### src/rtl/dma_read_control.sv
`default_nettype none
// ============================================================================
// Module   : dma_read_control
// Brief    : AXI4 read master that fetches a byte range in 4 KB-safe bursts
//            and forwards every beat unbuffered onto an AXI-Stream master.
// Revision : 1.0  initial release
// ============================================================================
module dma_read_control #(
    parameter int MAX_BURST = 16
) (
    input  logic        CLK,
    input  logic        RST,
    input  logic [31:0] dma_sa_config,
    input  logic [25:0] dma_length_config,
    input  logic        dma_read_valid,
    output logic        dma_read_idle,
    output logic        DMA_Read_INT,
    output logic        dma_read_error,
    output logic [31:0] m_axi_araddr,
    output logic [7:0]  m_axi_arlen,
    output logic [2:0]  m_axi_arsize,
    output logic [1:0]  m_axi_arburst,
    output logic        m_axi_arvalid,
    input  logic        m_axi_arready,
    input  logic [31:0] m_axi_rdata,
    input  logic [1:0]  m_axi_rresp,
    input  logic        m_axi_rlast,
    input  logic        m_axi_rvalid,
    output logic        m_axi_rready,
    output logic [31:0] m_axis_tdata,
    output logic        m_axis_tvalid,
    input  logic        m_axis_tready,
    output logic        m_axis_tlast
);

    typedef enum logic [1:0] {
        S_IDLE = 2'd0,
        S_ADDR = 2'd1,
        S_DATA = 2'd2,
        S_DONE = 2'd3
    } state_t;

    localparam logic [23:0] C_MAX_BURST  = 24'(MAX_BURST);
    localparam logic [23:0] C_PAGE_BEATS = 24'd1024;

    state_t      r_state_q,  w_state_d;
    logic [31:0] r_addr_q,   w_addr_d;
    logic [23:0] r_remain_q, w_remain_d;
    logic [4:0]  r_burst_q,  w_burst_d;
    logic        r_error_q,  w_error_d;

    logic [23:0] w_to_page;
    logic [23:0] w_beats;
    logic        w_beat;
    logic        w_unused;

    // The beat counter alone closes a burst, so rlast and the byte-lane bits carry no information.
    assign w_unused = &{1'b0, m_axi_rlast, dma_sa_config[1:0], dma_length_config[1:0]};

    assign w_to_page = C_PAGE_BEATS - {14'd0, r_addr_q[11:2]};

    always_comb begin
        w_beats = r_remain_q;
        if (w_beats > C_MAX_BURST) w_beats = C_MAX_BURST;
        if (w_beats > w_to_page)   w_beats = w_to_page;
    end

    assign w_beat = (r_state_q == S_DATA) && m_axi_rvalid && m_axis_tready;

    assign dma_read_idle  = (r_state_q == S_IDLE);
    assign DMA_Read_INT   = (r_state_q == S_DONE);
    assign dma_read_error = r_error_q;

    assign m_axi_araddr  = r_addr_q;
    assign m_axi_arlen   = (r_state_q == S_ADDR) ? 8'(w_beats - 24'd1) : 8'd0;
    assign m_axi_arsize  = 3'b010;
    assign m_axi_arburst = 2'b01;
    assign m_axi_arvalid = (r_state_q == S_ADDR);

    assign m_axi_rready  = (r_state_q == S_DATA) && m_axis_tready;
    assign m_axis_tvalid = (r_state_q == S_DATA) && m_axi_rvalid;
    assign m_axis_tdata  = m_axi_rdata;
    assign m_axis_tlast  = (r_state_q == S_DATA) && (r_remain_q == 24'd1);

    always_comb begin
        w_state_d  = r_state_q;
        w_addr_d   = r_addr_q;
        w_remain_d = r_remain_q;
        w_burst_d  = r_burst_q;
        w_error_d  = r_error_q;
        case (r_state_q)
            S_IDLE: begin
                if (dma_read_valid) begin
                    w_addr_d   = {dma_sa_config[31:2], 2'b00};
                    w_remain_d = dma_length_config[25:2];
                    w_error_d  = 1'b0;
                    w_state_d  = (dma_length_config[25:2] != 24'd0) ? S_ADDR : S_DONE;
                end
            end
            S_ADDR: begin
                if (m_axi_arready) begin
                    w_burst_d = w_beats[4:0];
                    w_state_d = S_DATA;
                end
            end
            S_DATA: begin
                if (w_beat) begin
                    // Advancing per beat leaves the next burst address ready when the burst ends.
                    w_addr_d   = r_addr_q + 32'd4;
                    w_remain_d = r_remain_q - 24'd1;
                    w_burst_d  = r_burst_q - 5'd1;
                    if (m_axi_rresp != 2'b00) w_error_d = 1'b1;
                    if (r_burst_q == 5'd1) begin
                        w_state_d = (r_remain_q == 24'd1) ? S_DONE : S_ADDR;
                    end
                end
            end
            S_DONE: begin
                w_state_d = S_IDLE;
            end
            default: begin
                w_state_d = S_IDLE;
            end
        endcase
    end

    always_ff @(posedge CLK) begin
        if (RST) begin
            r_state_q  <= S_IDLE;
            r_addr_q   <= 32'd0;
            r_remain_q <= 24'd0;
            r_burst_q  <= 5'd0;
            r_error_q  <= 1'b0;
        end else begin
            r_state_q  <= w_state_d;
            r_addr_q   <= w_addr_d;
            r_remain_q <= w_remain_d;
            r_burst_q  <= w_burst_d;
            r_error_q  <= w_error_d;
        end
    end

endmodule
`default_nettype wire

### config.mk
export PLATFORM = sky130hd
export DESIGN_NAME = dma_read_control
export DESIGN_NICKNAME = d
export VERILOG_FILES = /design/src/rtl/dma_read_control.sv
export SDC_FILE = /design/constraint.sdc
export NUM_CORES = 1
export LEC_CHECK = 0
export BUFFER_PORTS_ARGS = -buffer_cell sky130_fd_sc_hd__buf_4
export CORE_ASPECT_RATIO = 1.2
export CORE_UTILIZATION = 30
export CTS_CLUSTER_SIZE = 30
export DETAILED_ROUTE_END_ITERATION = 10
export GPL_TIMING_DRIVEN = 0
export SYNTH_ARGS = -nofsm -noshare
export SYNTH_HDL_FRONTEND = slang
export SYNTH_SLANG_ARGS = --single-unit
### constraint.sdc
create_clock -name CLK -period 6.62 [get_ports CLK]
set_input_delay 0.331 -clock CLK [delete_from_list [all_inputs] [get_ports CLK]]
set_output_delay 0.331 -clock CLK [all_outputs]
set_load 0.005 [all_outputs]
Yosys cells after proc, flatten, opt, wreduce, memory -nomap -nowiden
Cells that the tools add are included.
Storage, ports and cells
  output and inout bits: 84
  flip-flop bits (word level): 64
  word-level logic and storage cells: 58
  bits of input ports: 99
Cells by class
  order comparisons: 2
  equality and inequality tests: 10
  multiplexer cells: 23
  add/sub/neg operators: 5
  reduce and logical (&&, ||, !) cells: 13
Operator list (number)
  24-bit two-way mux: 3
  32-bit two-way mux: 2
  32-bit case mux with 2 select lines: 1
  24-bit case mux with 2 select lines: 1
  32-bit by 3-bit adder with 32-bit output, second input constant: 1
  24-bit by 1-bit == test with 1-bit output, second input constant: 1
  24-bit > comparator: 1
  24-bit by 5-bit > comparator with 1-bit output, second input constant: 1
  24-bit nonzero test: 1
  24-bit by 1-bit subtractor with 24-bit output, second input constant: 1
  8-bit two-way mux: 2
  2-bit two-way mux: 6
  11-bit by 10-bit subtractor with 12-bit output, first input constant: 1
  5-bit two-way mux: 2
  5-bit case mux with 2 select lines: 1
  2-bit case mux with 4 select lines: 1
  4-bit AND reduction: 2
  8-bit by 1-bit subtractor with 8-bit output, second input constant: 1
  2-bit by 1-bit inequality test with 1-bit output, second input constant: 3
  3-bit AND reduction: 2
  2-bit nonzero test: 3
  5-bit by 1-bit == test with 1-bit output, second input constant: 1
  5-bit by 1-bit subtractor with 5-bit output, second input constant: 1
  2-bit == test, second input constant: 2
  6 further kinds: 12

Logic depth before layout (Yosys ltp)
Gate-level depths: netlist (run 1).
  depth after elaboration: 6
  gate-level depth with buffers: 18
  mapped depth without buffers: 17

Least setup slack after synthesis (run 1)
No wires, ideal clock.
  path type: flip-flop to output port
  start point: register r_addr_q[4], in the netlist m_axi_araddr[4]
  end point: output m_axi_arlen[6]
  data arrival time: 3.999 ns
  stages on the path, launching flop included: 19
  path buffers: 2
  required time: 6.289 ns
  path slack: 2.290 ns
  cells stage by stage: dfxtp_1 -> buf_6 -> or4_4 -> or3_4 -> nor4_1 -> xor2_1 -> ha_1 -> nand3_1 -> nor3_1 -> nor4_1 -> a221o_1 -> clkbuf_1 -> mux2i_1 -> ha_1 -> nand2_1 -> a2111oi_2 -> xor2_1 -> nand3_1 -> o41ai_1
Between the ends
  longest elaborated chain between the ends: 5
Ends and longest elaborated chain
  start: declaration: line 47  | logic [31:0] r_addr_q, w_addr_d;
  start signal: assignment: line 136  | r_addr_q <= w_addr_d;
  11-bit by 10-bit subtractor with 12-bit output (*): line 60  | assign w_to_page = C_PAGE_BEATS - {14'd0, r_addr_q[11:2]};
  24-bit > comparator: line 65  | if (w_beats > w_to_page) w_beats = w_to_page;
  8-bit two-way mux (*): line 65
  8-bit by 1-bit subtractor with 8-bit output (*): line 75  | assign m_axi_arlen = (r_state_q == S_ADDR) ? 8'(w_beats - 24'd1) : 8'd0;
  8-bit two-way mux (*): line 75
  end: declaration: line 20  | output logic [7:0] m_axi_arlen,
Every way passes the cells marked *; elsewhere a longest branch is shown, timed or not.

Worst setup path in the final report (run 1)
  start point: register r_addr_q[2], in the netlist m_axi_araddr[2]
  end point: output m_axi_arlen[6]
Same word-level chain as after synthesis.

==> impl_metrics.csv, run 1 <==
group,metric,value,unit
sta,min_period,5530,ps
sta,final.setup_skew,5.00,ps
logic_synthesis,netlist_area,4900,µm²
setup_path,endpoint_kind,"output pin",
logic_synthesis,synth.avg_cell_area,7.40,µm²
detailed_routing,met1_length,8.01,mm
setup_path,crit_required,6290,ps
logic_synthesis,ys_seq_elements,62,
sta,post-route-period-util,0.835,
sta,hold_viol,0,
setup_path,cp_max_fo,9,
detailed_routing,drcViolationCount,0,
sta,relSlewSlack,0.479,
global_route,grt_max_degree,11,
place,place_ws,1400,ps
detailed_routing,wl_met2,8.93,mm
detailed_routing,avgViaCountPerCell,5.58,
detailed_routing,drt_wl_total,18.9,mm
sta,tns,0,ps
global_route,grt.overflow.total,0,
detailed_routing,first_pass_iters,5,
sta,final-setup-viol-count,0,
floorplanning,die_area,16800,µm²
pwr,p_per_area,224,nW/µm²
logic_synthesis,synth.distinct_cells,65,
clock_tree,cts_sinks,62,
logic_synthesis,synth_flop_cell,"dfxtp_1",
floorplanning,die_h,142,µm
run_status,outcome,"completed",
min_path,hp-start,"dma_sa_config[28]",
pwr,power_frac_seq,0.316,
place,hpwl,14.4,mm
clock_tree,cts_buffers,9,
pwr,clkPwrFrac,0.318,
setup_path,max_stage_delay,580,ps
pwr,peakVddDrop,110,µV
place,gp_congestion,0.954,
clock_tree,postCtsSetupRepairBufs,0,
finish,nNetsFinal,939,
logic_synthesis,netlist_top_cells_area,"dfxtp_1 25%, buf_4 6.0%, a211oi_1 5.7%, a21oi_1 5.3%, ha_1 4.9%",
clock_tree,clockRootBuffer,"clkbuf_16",
place,io_buffers,137,
setup_path,critical_path_class,"reg -> out",
detailed_routing,wl_met3,1.44,mm
sta,fmax,181,MHz
floorplanning,die_w,119,µm
setup_path,startpoint,"m_axi_araddr[2]$_SDFFE_PP0P_",
detailed_routing,topRoutingLayerUsed,"met4",
detailed_routing,num_vias,5766,
logic_synthesis,async_reset_ff_frac,0,
pwr,power,1.46,mW
floorplanning,top_level_ports,183,
sta,slew_violations,0,
pwr,p_int,938,µW
pwr,swShare,0.358,
clock_tree,clkTransAtPathRegs,60,ps
clock_tree,cts.hold.buffers_added,0,
global_route,antenna_found_initial,0,
clock_tree,clock_latency,340,ps
finish,diodes,0,
clock_tree,htreeDepth,3,
floorplanning,start_util,0.311,
detailed_routing,ant_nets,0,
detailed_routing,drt_iter0_drc,552,
pwr,p_sw,523,µW
logic_synthesis,ys_warn_count,0,
clock_tree,postCtsResizedCells,0,
global_route,grt_pass1_wl,29.3,mm
setup_path,r2r_start,"m_axi_araddr[2]$_SDFFE_PP0P_",
pwr,power_leakage,2.65,nW
setup_path,crit_chain,"or4_4, or3_4, nor4_1, xor2_1, ha_1, nand3_1, nor3_1, nor4_1, a221o_1, clkbuf_1, mux2i_1, ha_1, nand2_1, a2111oi_2, xor2_1, nand3_1, o41ai_1, buf_4",
global_route,grt_pass1_vias,5470,
floorplanning,row_count,50,
setup_path,critPathLaunchType,"register",
clock_tree,cts_tree,"yes",
logic_synthesis,yosysSeqAreaShare,0.253,
finish,synthToLayoutAreaGrowth,32.9,%
floorplanning,core,15800,µm²
sta,worst-slew-pin-transition,782,ps
min_path,hold_path_class,"in -> reg",
logic_synthesis,synth_top_area_share,0.253,
clock_tree,clk_path_buf_depth,2,
logic_synthesis,synth-edff-count,0,
detailed_routing,routedWlPerCell,18.3,µm
logic_synthesis,synth_top_area_cell,"dfxtp_1",
pwr,power_frac_comb,0.366,
setup_path,crit_arrival,5200,ps
sta,fin_ws,1090,ps
logic_synthesis,syn_inst,662,
sta,rsz0062_at_grt,"no",
flow_run,drv_cap,0,
global_route,grtUsageTotal,0.222,
finish,drive_above_1_share,0.259,
setup_path,slowest_stage,"or4_4",
-- per-layer routing --
| metal | up-vias | global-route usage |
|---|---|---|
| met4 | 0 | 0.0906 |
| met1 | 2705 | 0.281 |
| li1 | 2736 | - |
| met5 | - | 0 |
| met2 | 283 | 0.377 |
| met3 | 42 | 0.0329 |
-- cells by family after synthesis --
| group | share of synthesized area |
|---|---|
| mux | 0.0166 |
| buf+inv | 0.110 |
| simple gates | 0.264 |
| xor+xnor | 0.0286 |
| compound gates | 0.277 |
| fa+ha+maj | 0.0485 |
| other cells | 0.00153 |
| flops | 0.253 |
-- flip-flops by register name, indices dropped and copies added (netlist names) --
name and flops:
dma_read_error 1, r_burst_q 5, r_state_q 2, r_remain_q 24
m_axi_araddr 30
-- area by class of cell --
| class | instances | area [µm²] |
|---|---|---|
| Buffer | 80 | 457 |
| Clock inverter | 5 | 50.0 |
| Sequential cell | 62 | 1240 |
| Timing Repair Buffer | 137 | 1030 |
| Inverter | 22 | 82.6 |
| Multi-Input combinational cell | 509 | 3160 |
| Fill cell | 1710 | 9260 |
| Tap cell | 208 | 260 |
| Clock buffer | 11 | 233 |
-- cells in the final DEF (no fill, tap or decap), types with 9 or more instances in the layout --
cell and count:
clkbuf_16 9, dfxtp_1 62, a21oi_1 52, o21ai_0 37, xnor2_1 10, inv_1 22
a211oi_1 37, buf_4 176, and2_1 11, conb_1 13, o22ai_1 16, nand2_1 60
clkbuf_1 38, nor3_1 23, nand3_1 22, nor4_1 21, ha_1 19, nor2_1 58
-- path summary, 6_finish.rpt --
path / cells past startpoint / end / slack, ps
max: 18 / m_axi_arlen[6] / 1090
min reg2reg: 2 / r_remain_q[11]$_SDFFE_PP0P_ / 520
max reg2reg: 12 / r_burst_q[0]$_SDFFE_PP0P_ / 2810
min: 3 / m_axi_araddr[28]$_SDFFE_PP0P_ / 280
-- critical path, delay by kind of cell, from the launching register on --
kind	cells	cell delay, ps
flops	1	410
xor+xnor	2	350
mux	1	370
fa+ha+maj	2	590
buf+inv	2	500
simple gates	8	1970
compound gates	3	660
-- Yosys cell counts, types with 19 or more instances --
cell type and number:
nand2_1 60, ha_1 19, buf_4 39, nor3_1 23, o21ai_0 37, dfxtp_1 62, inv_1 22, a211oi_1 37
a21oi_1 52, nor4_1 21, nor2_1 58, clkbuf_1 36, nand3_1 22
-- metrics by stage --
| stage | hold slack, ps | utilization | std cells | area, µm² |
|---|---|---|---|---|
| after floorplan | 454 | - | 673 | 4940 |
| after global placement | 483 | 0.395 | 1018 | 6230 |
| after detailed placement | 496 | 0.395 | 1018 | 6230 |
| after CTS | 275 | 0.413 | 1034 | 6510 |
| after global routing | 299 | 0.413 | 1034 | 6510 |
| final | 280 | 0.413 | 1034 | 6510 |
-- power by group through the flow --
| stage | clock, mW | sequential [mW] | combinational (mW) |
|---|---|---|---|
| CTS | 0.467 | 0.460 | 0.529 |
| detailed placement | 0 | 0.468 | 0.527 |
| finish | 0.464 | 0.462 | 0.535 |
| floorplan | 0 | 0.457 | 0.337 |
| global route | 0.480 | 0.469 | 0.587 |
| global placement | 0 | 0.468 | 0.524 |
No activity file was read; power rests on OpenSTA's default activity.
==> inputs of run 2 (changes only) <==
--- a/config.mk
+++ b/config.mk
@@ -5,6 +5,7 @@
 export SDC_FILE = /design/constraint.sdc
 export NUM_CORES = 1
 export LEC_CHECK = 0
+export ABC_AREA = 1
 export BUFFER_PORTS_ARGS = -buffer_cell sky130_fd_sc_hd__buf_4
 export CORE_ASPECT_RATIO = 1.2
 export CORE_UTILIZATION = 30
==> constraint.sdc (replaced) <==
create_clock -name CLK -period 5.8 [get_ports CLK]
set_input_delay 0.29 -clock CLK [delete_from_list [all_inputs] [get_ports CLK]]
set_output_delay 0.29 -clock CLK [all_outputs]
set_load 0.005 [all_outputs]
==> run 2 against run 1 <==
  * Critical path depth fell by 1
  * Sequential share of layout area fell by 1.1 points
  * Clock power rose by 13%
  * Clock-buffer cell count rose by 5
  * Synthesized cell count rose by 26%
  * Hold slack got worse by 110 ps
  * Critical path type unchanged
==> impl_metrics.csv, run 2 <==
group,metric,value,unit
run_status,outcome,"completed",
logic_synthesis,synth_flop_cell,"dfxtp_1",
global_route,grt_max_degree,11,
detailed_routing,drt_iter0_drc,503,
logic_synthesis,synth.avg_cell_area,6.36,µm²
finish,final_area,6920,µm²
setup_path,r2r_end,"r_burst_q[3]$_SDFFE_PP0P_",
clock_tree,cts.hold.buffers_added,0,
setup_path,crit_required,5510,ps
global_route,grt.overflow.total,0,
sta,min_period,3860,ps
logic_synthesis,synth.distinct_cells,47,
clock_tree,postCtsResizedCells,0,
logic_synthesis,yosysSeqAreaShare,0.234,
logic_synthesis,syn_inst,832,
min_path,hold_end,"dma_read_error$_SDFFE_PP0P_",
setup_path,cp_max_fo,7,
floorplanning,die_h,148,µm
logic_synthesis,ys_seq_elements,62,
detailed_routing,first_pass_iters,6,
sta,worst-slew-pin-transition,817,ps
place,hpwl,14.9,mm
detailed_routing,drcViolationCount,0,
logic_synthesis,netlist_top_cells_area,"dfxtp_1 23%, nand2_1 12%, a21oi_1 6.3%, nor2_1 6.2%, buf_4 6.1%",
finish,mostFrequentLayoutCells,"180 x buf_4, 171 x nand2_1, 87 x nor2_1",
clock_tree,htreeDepth,3,
logic_synthesis,synth_top_area_cell,"dfxtp_1",
floorplanning,top_level_ports,183,
place,io_buffers,137,
finish,final_common_cell,"buf_4",
clock_tree,clock_latency,340,ps
clock_tree,clk_path_buf_depth,2,
sta,final-setup-viol-count,0,
global_route,grt_pass1_wl,29.2,mm
sta,tns,0,ps
sta,slew_violations,0,
flow_run,drv_cap,0,
setup_path,endpoint_kind,"output pin",
logic_synthesis,synth_top_area_share,0.234,
detailed_routing,ant_nets,0,
sta,post-route-period-util,0.665,
sta,rsz0062_at_grt,"no",
finish,stdcell_count,1212,
min_path,hp-start,"dma_read_valid",
detailed_routing,drt_wl_total,18.8,mm
place,placed_area,6630,µm²
floorplanning,die_w,123,µm
place,place_inst,1196,
clock_tree,clkTransAtPathRegs,60,ps
sta,final.setup_skew,8.25,ps
detailed_routing,routedWlPerCell,15.5,µm
pwr,peakVddDrop,200,µV
detailed_routing,num_vias,6126,
logic_synthesis,synth_most_common_cell,"nand2_1",
detailed_routing,avgViaCountPerCell,5.05,
setup_path,r2r_start,"m_axi_araddr[2]$_SDFFE_PP0P_",
min_path,holdPathStages,2,
setup_path,reg2reg_slack,2730,ps
pwr,p_per_area,573,nW/µm²
setup_path,r2r_cells,17,
finish,largest_register_ff_count,30,
clock_tree,cts_sinks,62,
global_route,antenna_found_initial,0,
global_route,grtUsageTotal,0.208,
floorplanning,die_area,18200,µm²
logic_synthesis,netlist_area,5290,µm²
setup_path,critical_path_class,"reg -> out",
sta,fmax,259,MHz
pwr,power_leakage,3.12,nW
sta,hold_viol,0,
clock_tree,clockRootBuffer,"clkbuf_16",
logic_synthesis,async_reset_ff_frac,0,
finish,nNetsFinal,1109,
clock_tree,cts_buffers,9,
logic_synthesis,ys_warn_count,0,
min_path,hold_path_class,"in -> reg",
floorplanning,start_util,0.311,
floorplanning,core,17000,µm²
clock_tree,cts_tree,"yes",
finish,synthToLayoutAreaGrowth,30.6,%
floorplanning,row_count,52,
place,gp_congestion,0.958,
setup_path,crit_arrival,3570,ps
setup_path,critPathLaunchType,"register",
logic_synthesis,synth-edff-count,0,
sta,relSlewSlack,0.455,
finish,drive_above_1_share,0.258,
clock_tree,postCtsSetupRepairBufs,0,
finish,diodes,0,
logic_synthesis,synth_commonest_cells,"171 x nand2_1, 87 x nor2_1, 71 x inv_1, 67 x a21oi_1, 62 x dfxtp_1",
global_route,grt_pass1_vias,5682,
-- run 2: cell types whose count changed in the layout (fill, tap and decap cells not counted), sizes merged, moves of 16 or more --
cell    delta
a21oi     +16
o211ai    +16
nand3     +31
o21ai     +18
nand2    +123
inv       +57
a211oi    -32
nor2      +48
-- run 2: routing by layer --
layer	wire length [µm]	share of wire	vias up	GRT usage
met1	7930	0.42	2792	0.263
met5	0	0	-	0
met4	509	0.027	0	0.0831
met3	1370	0.073	34	0.0332
met2	9030	0.48	235	0.349
li1	-	-	3065	-
-- run 2: cell families (layout without fill, tap and decap cells) --
logic type / count (synthesis) / count (layout) / synth area share
AO/OA/AOI/OAI: 175 / 175 / 0.191
AND/OR/NAND/NOR: 404 / 404 / 0.357
adder cells (fa/ha/maj): 19 / 19 / 0.0449
flip-flops: 62 / 62 / 0.234
XOR/XNOR: 20 / 20 / 0.0331
other: 2 / 13 / 0.00142
buffers and inverters: 150 / 303 / 0.139
-- run 2: power by group --
| part | internal (mW) | switching, mW |
|---|---|---|
| clock | 0.325 | 0.199 |
| combinational | 0.951 | 1.60 |
| sequential | 0.616 | 0.267 |
-- run 2: cell type report --
class                           instances  area [µm²]
Inverter                               80         300
Sequential cell                        62        1240
Clock buffer                           16         282
Buffer                                 70         434
Multi-Input combinational cell        631        3360
Fill cell                            1890       10100
Tap cell                              216         270
Timing Repair Buffer                  137        1030
-- run 2: through the flow --
stage          setup WS, ps  utilization  power (mW)  hold slack [ps]
3_5_place_dp           2300        0.389        3.41              464
2_1_floorplan          2770            -        2.56              401
3_3_place_gp           2340        0.389        3.39              459
4_1_cts                1950        0.406        3.94              172
5_1_grt                1500        0.406        4.35              176
6_report               1940        0.406        3.96              169
-- run 2: worst max-delay path by stage --
stage                     depth (start not counted)              to  slack [ps]                         start
after floorplan                                  18  m_axi_arlen[4]        2770  m_axi_araddr[2]$_SDFFE_PP0P_
after global placement                           20  m_axi_arlen[4]        2340  m_axi_araddr[2]$_SDFFE_PP0P_
after detailed placement                         20  m_axi_arlen[4]        2300  m_axi_araddr[2]$_SDFFE_PP0P_
after CTS                                        20  m_axi_arlen[4]        1950  m_axi_araddr[2]$_SDFFE_PP0P_
after global routing                             20  m_axi_arlen[7]        1500  m_axi_araddr[2]$_SDFFE_PP0P_
final                                            17  m_axi_arlen[2]        1940  m_axi_araddr[2]$_SDFFE_PP0P_
-- run 2: critical path: stages, from the launching register on --
cell and delay [ps]:
dfxtp_1 390, inv_1 180, ha_1 210, nand3_1 110, nor2_1 130, nand2_1 100
nor3_1 240, nand3_1 120, ha_1 300, and3_1 210, nand3_1 220, nand2_2 150
nand2_1 100, nand2_2 80, ha_1 210, or2_0 220, a21oi_1 130, buf_4 130
==> inputs of run 3 (changes only) <==
==> constraint.sdc (replaced) <==
create_clock -name CLK -period 3.11 [get_ports CLK]
set_input_delay 0.1555 -clock CLK [delete_from_list [all_inputs] [get_ports CLK]]
set_output_delay 0.1555 -clock CLK [all_outputs]
set_load 0.005 [all_outputs]
==> run 3 against run 2 <==
  * The flow now finishes with violations (setup timing)
  * Sequential share of layout area down 1.1 points
  * Final area up 8.0%
  * Die area unchanged
  * Final cell count up 2.3%
  * Setup slack worse by 2100 ps
  * Highest routed layer unchanged
==> impl_metrics.csv, run 3 (same netlist as run 2, synthesis figures left out) <==
group,metric,value,unit
floorplanning,start_util,0.311,
sta,final.setup_skew,7.80,ps
finish,fillerInstances,1826,
detailed_routing,wl_met2,9.57,mm
setup_path,slowest_stage,"dfxtp_4",
clock_tree,clock_latency,340,ps
sta,min_period,3310,ps
detailed_routing,drt_iter0_drc,514,
clock_tree,cts_sinks,62,
clock_tree,clkTransAtPathRegs,60,ps
detailed_routing,drcViolationCount,0,
pwr,power,8.62,mW
pwr,power_leakage,3.33,nW
setup_path,max_stage_delay,360,ps
detailed_routing,avgViaCountPerCell,5.05,
detailed_routing,drt_wl_total,19.6,mm
clock_tree,cts_buffers,9,
detailed_routing,routedWlPerCell,15.8,µm
detailed_routing,wl_met3,1.51,mm
sta,relSlewSlack,0.471,
global_route,grt_pass1_wl,30.2,mm
global_route,grt.overflow.total,0,
finish,synthToLayoutAreaGrowth,41.1,%
detailed_routing,num_vias,6257,
floorplanning,die_w,123,µm
floorplanning,core,17000,µm²
finish,diodes,0,
finish,largest_register_ff_count,30,
finish,final_common_cell,"buf_4",
sta,fmax,302,MHz
pwr,p_per_area,1150,nW/µm²
detailed_routing,topRoutingLayerUsed,"met4",
sta,hold_ws,38.9,ps
sta,worst-slew-pin-transition,793,ps
place,hpwl,14.9,mm
finish,nNetsFinal,1137,
pwr,peakVddDrop,428,µV
run_status,outcome,"complete, but fails checks",
global_route,grt_max_degree,11,
setup_path,crit_required,2950,ps
detailed_routing,first_pass_iters,5,
floorplanning,row_count,52,
sta,final-setup-viol-count,6,
setup_path,crit_chain,"inv_4, buf_6, nand3_4, nor2_4, nand3_2, nor2_4, xor2_1, inv_1, ha_4, nand2_4, nor2_2, nor2_1, nand2_2, nand2_4, nand2_8, nand2_8, nand2_4, nand2_4, ha_4, nand2_4, nor2_4, xnor2_2, nor2_1, buf_4",
min_path,hold_path_class,"in -> reg",
finish,drive_above_1_share,0.333,
setup_path,cp_num_buf_inv,4,
place,io_buffers,137,
floorplanning,top_level_ports,183,
setup_path,critPathLaunchType,"register",
clock_tree,htreeDepth,3,
floorplanning,die_area,18200,µm²
run_status,failed_checks,"setup timing",
detailed_routing,ant_nets,0,
setup_path,endpoint_kind,"output pin",
finish,final_util,0.438,
sta,rsz0062_at_grt,"yes",
sta,post-route-period-util,1.06,
setup_path,cp_max_fo,7,
detailed_routing,met1_length,7.88,mm
sta,fin_ws,-196,ps
setup_path,cp_common_cell,"nand2_4",
clock_tree,cts_tree,"yes",
place,gp_congestion,0.958,
global_route,grt_pass1_vias,5850,
setup_path,crit_family,"simple AND/OR/NAND/NOR gates",
global_route,antenna_found_initial,0,
sta,hold_viol,0,
flow_run,drv_cap,0,
floorplanning,die_h,148,µm
setup_path,crit_arrival,3150,ps
finish,mostFrequentLayoutCells,"206 x buf_4, 160 x nand2_1, 74 x nor2_1",
setup_path,critical_path_class,"reg -> out",
global_route,grtUsageTotal,0.216,
clock_tree,clk_path_buf_depth,2,
sta,slew_violations,0,
clock_tree,clockRootBuffer,"clkbuf_16",
## run 3: cell types whose count changed in the layout (fill, tap and decap cells not counted), moves of 4 or more
| cell | delta |
|---|---|
| ha_4 | +4 |
| dfxtp_2 | +10 |
| nand2_1 | -11 |
| inv_2 | +4 |
| nand2_4 | +9 |
| dfxtp_1 | -12 |
| nor2_4 | +11 |
| buf_4 | +26 |
| ha_1 | -4 |
| nand3_1 | -5 |
| nor2_1 | -13 |
| inv_1 | -6 |
## run 3: final cells by class
cell class | count | area (µm²) | share of cell area
Buffer | 70 | 434 | 0.0581
Clock buffer | 16 | 282 | 0.0377
Timing Repair Buffer | 165 | 1250 | 0.167
Tap cell | 216 | 270 | 0.0362
Sequential cell | 62 | 1260 | 0.169
Multi-Input combinational cell | 631 | 3670 | 0.491
Inverter | 80 | 307 | 0.0410
## run 3: through the flow
step,setup TNS (ps),worst slack [ps],std cells,area [µm²]
2_1_floorplan,0,214,843,5340
3_3_place_gp,-1060,-216,1196,6630
3_5_place_dp,-1260,-258,1196,6630
4_1_cts,-733,-153,1232,7300
5_1_grt,-2400,-388,1240,7470
6_report,-1020,-196,1240,7470
## run 3: final timing paths
path	cells after the start	to	start	slack [ps]
worst min register to register	2	dma_read_error$_SDFFE_PP0P_	dma_read_error$_SDFFE_PP0P_	470
worst max register to register	23	r_burst_q[1]$_SDFFE_PP0P_	m_axi_araddr[2]$_SDFFE_PP0P_	390
worst max-delay path	24	m_axi_arlen[4]	m_axi_araddr[2]$_SDFFE_PP0P_	-200
worst min-delay path	2	dma_read_error$_SDFFE_PP0P_	dma_read_valid	40
## run 3: repair_timing
action / CTS / global route
hold buffers: 0 / 0
gates cloned: 0 / 0
pin swaps: 30 / 27
endpoints found under the setup margin: 8 / 8
buffers inserted: 20 / 8
resized for setup: 65 / 26
## run 3: power by group
part	internal, mW	total (mW)	switching, mW
combinational	2.44	5.94	3.50
clock	0.607	0.972	0.365
sequential	1.17	1.71	0.539
## run 3: metal layers
metal,vias up,global-route usage
met3,39,0.0359
met1,2823,0.268
met5,-,0
met4,0,0.0886
met2,270,0.364
li1,3125,-
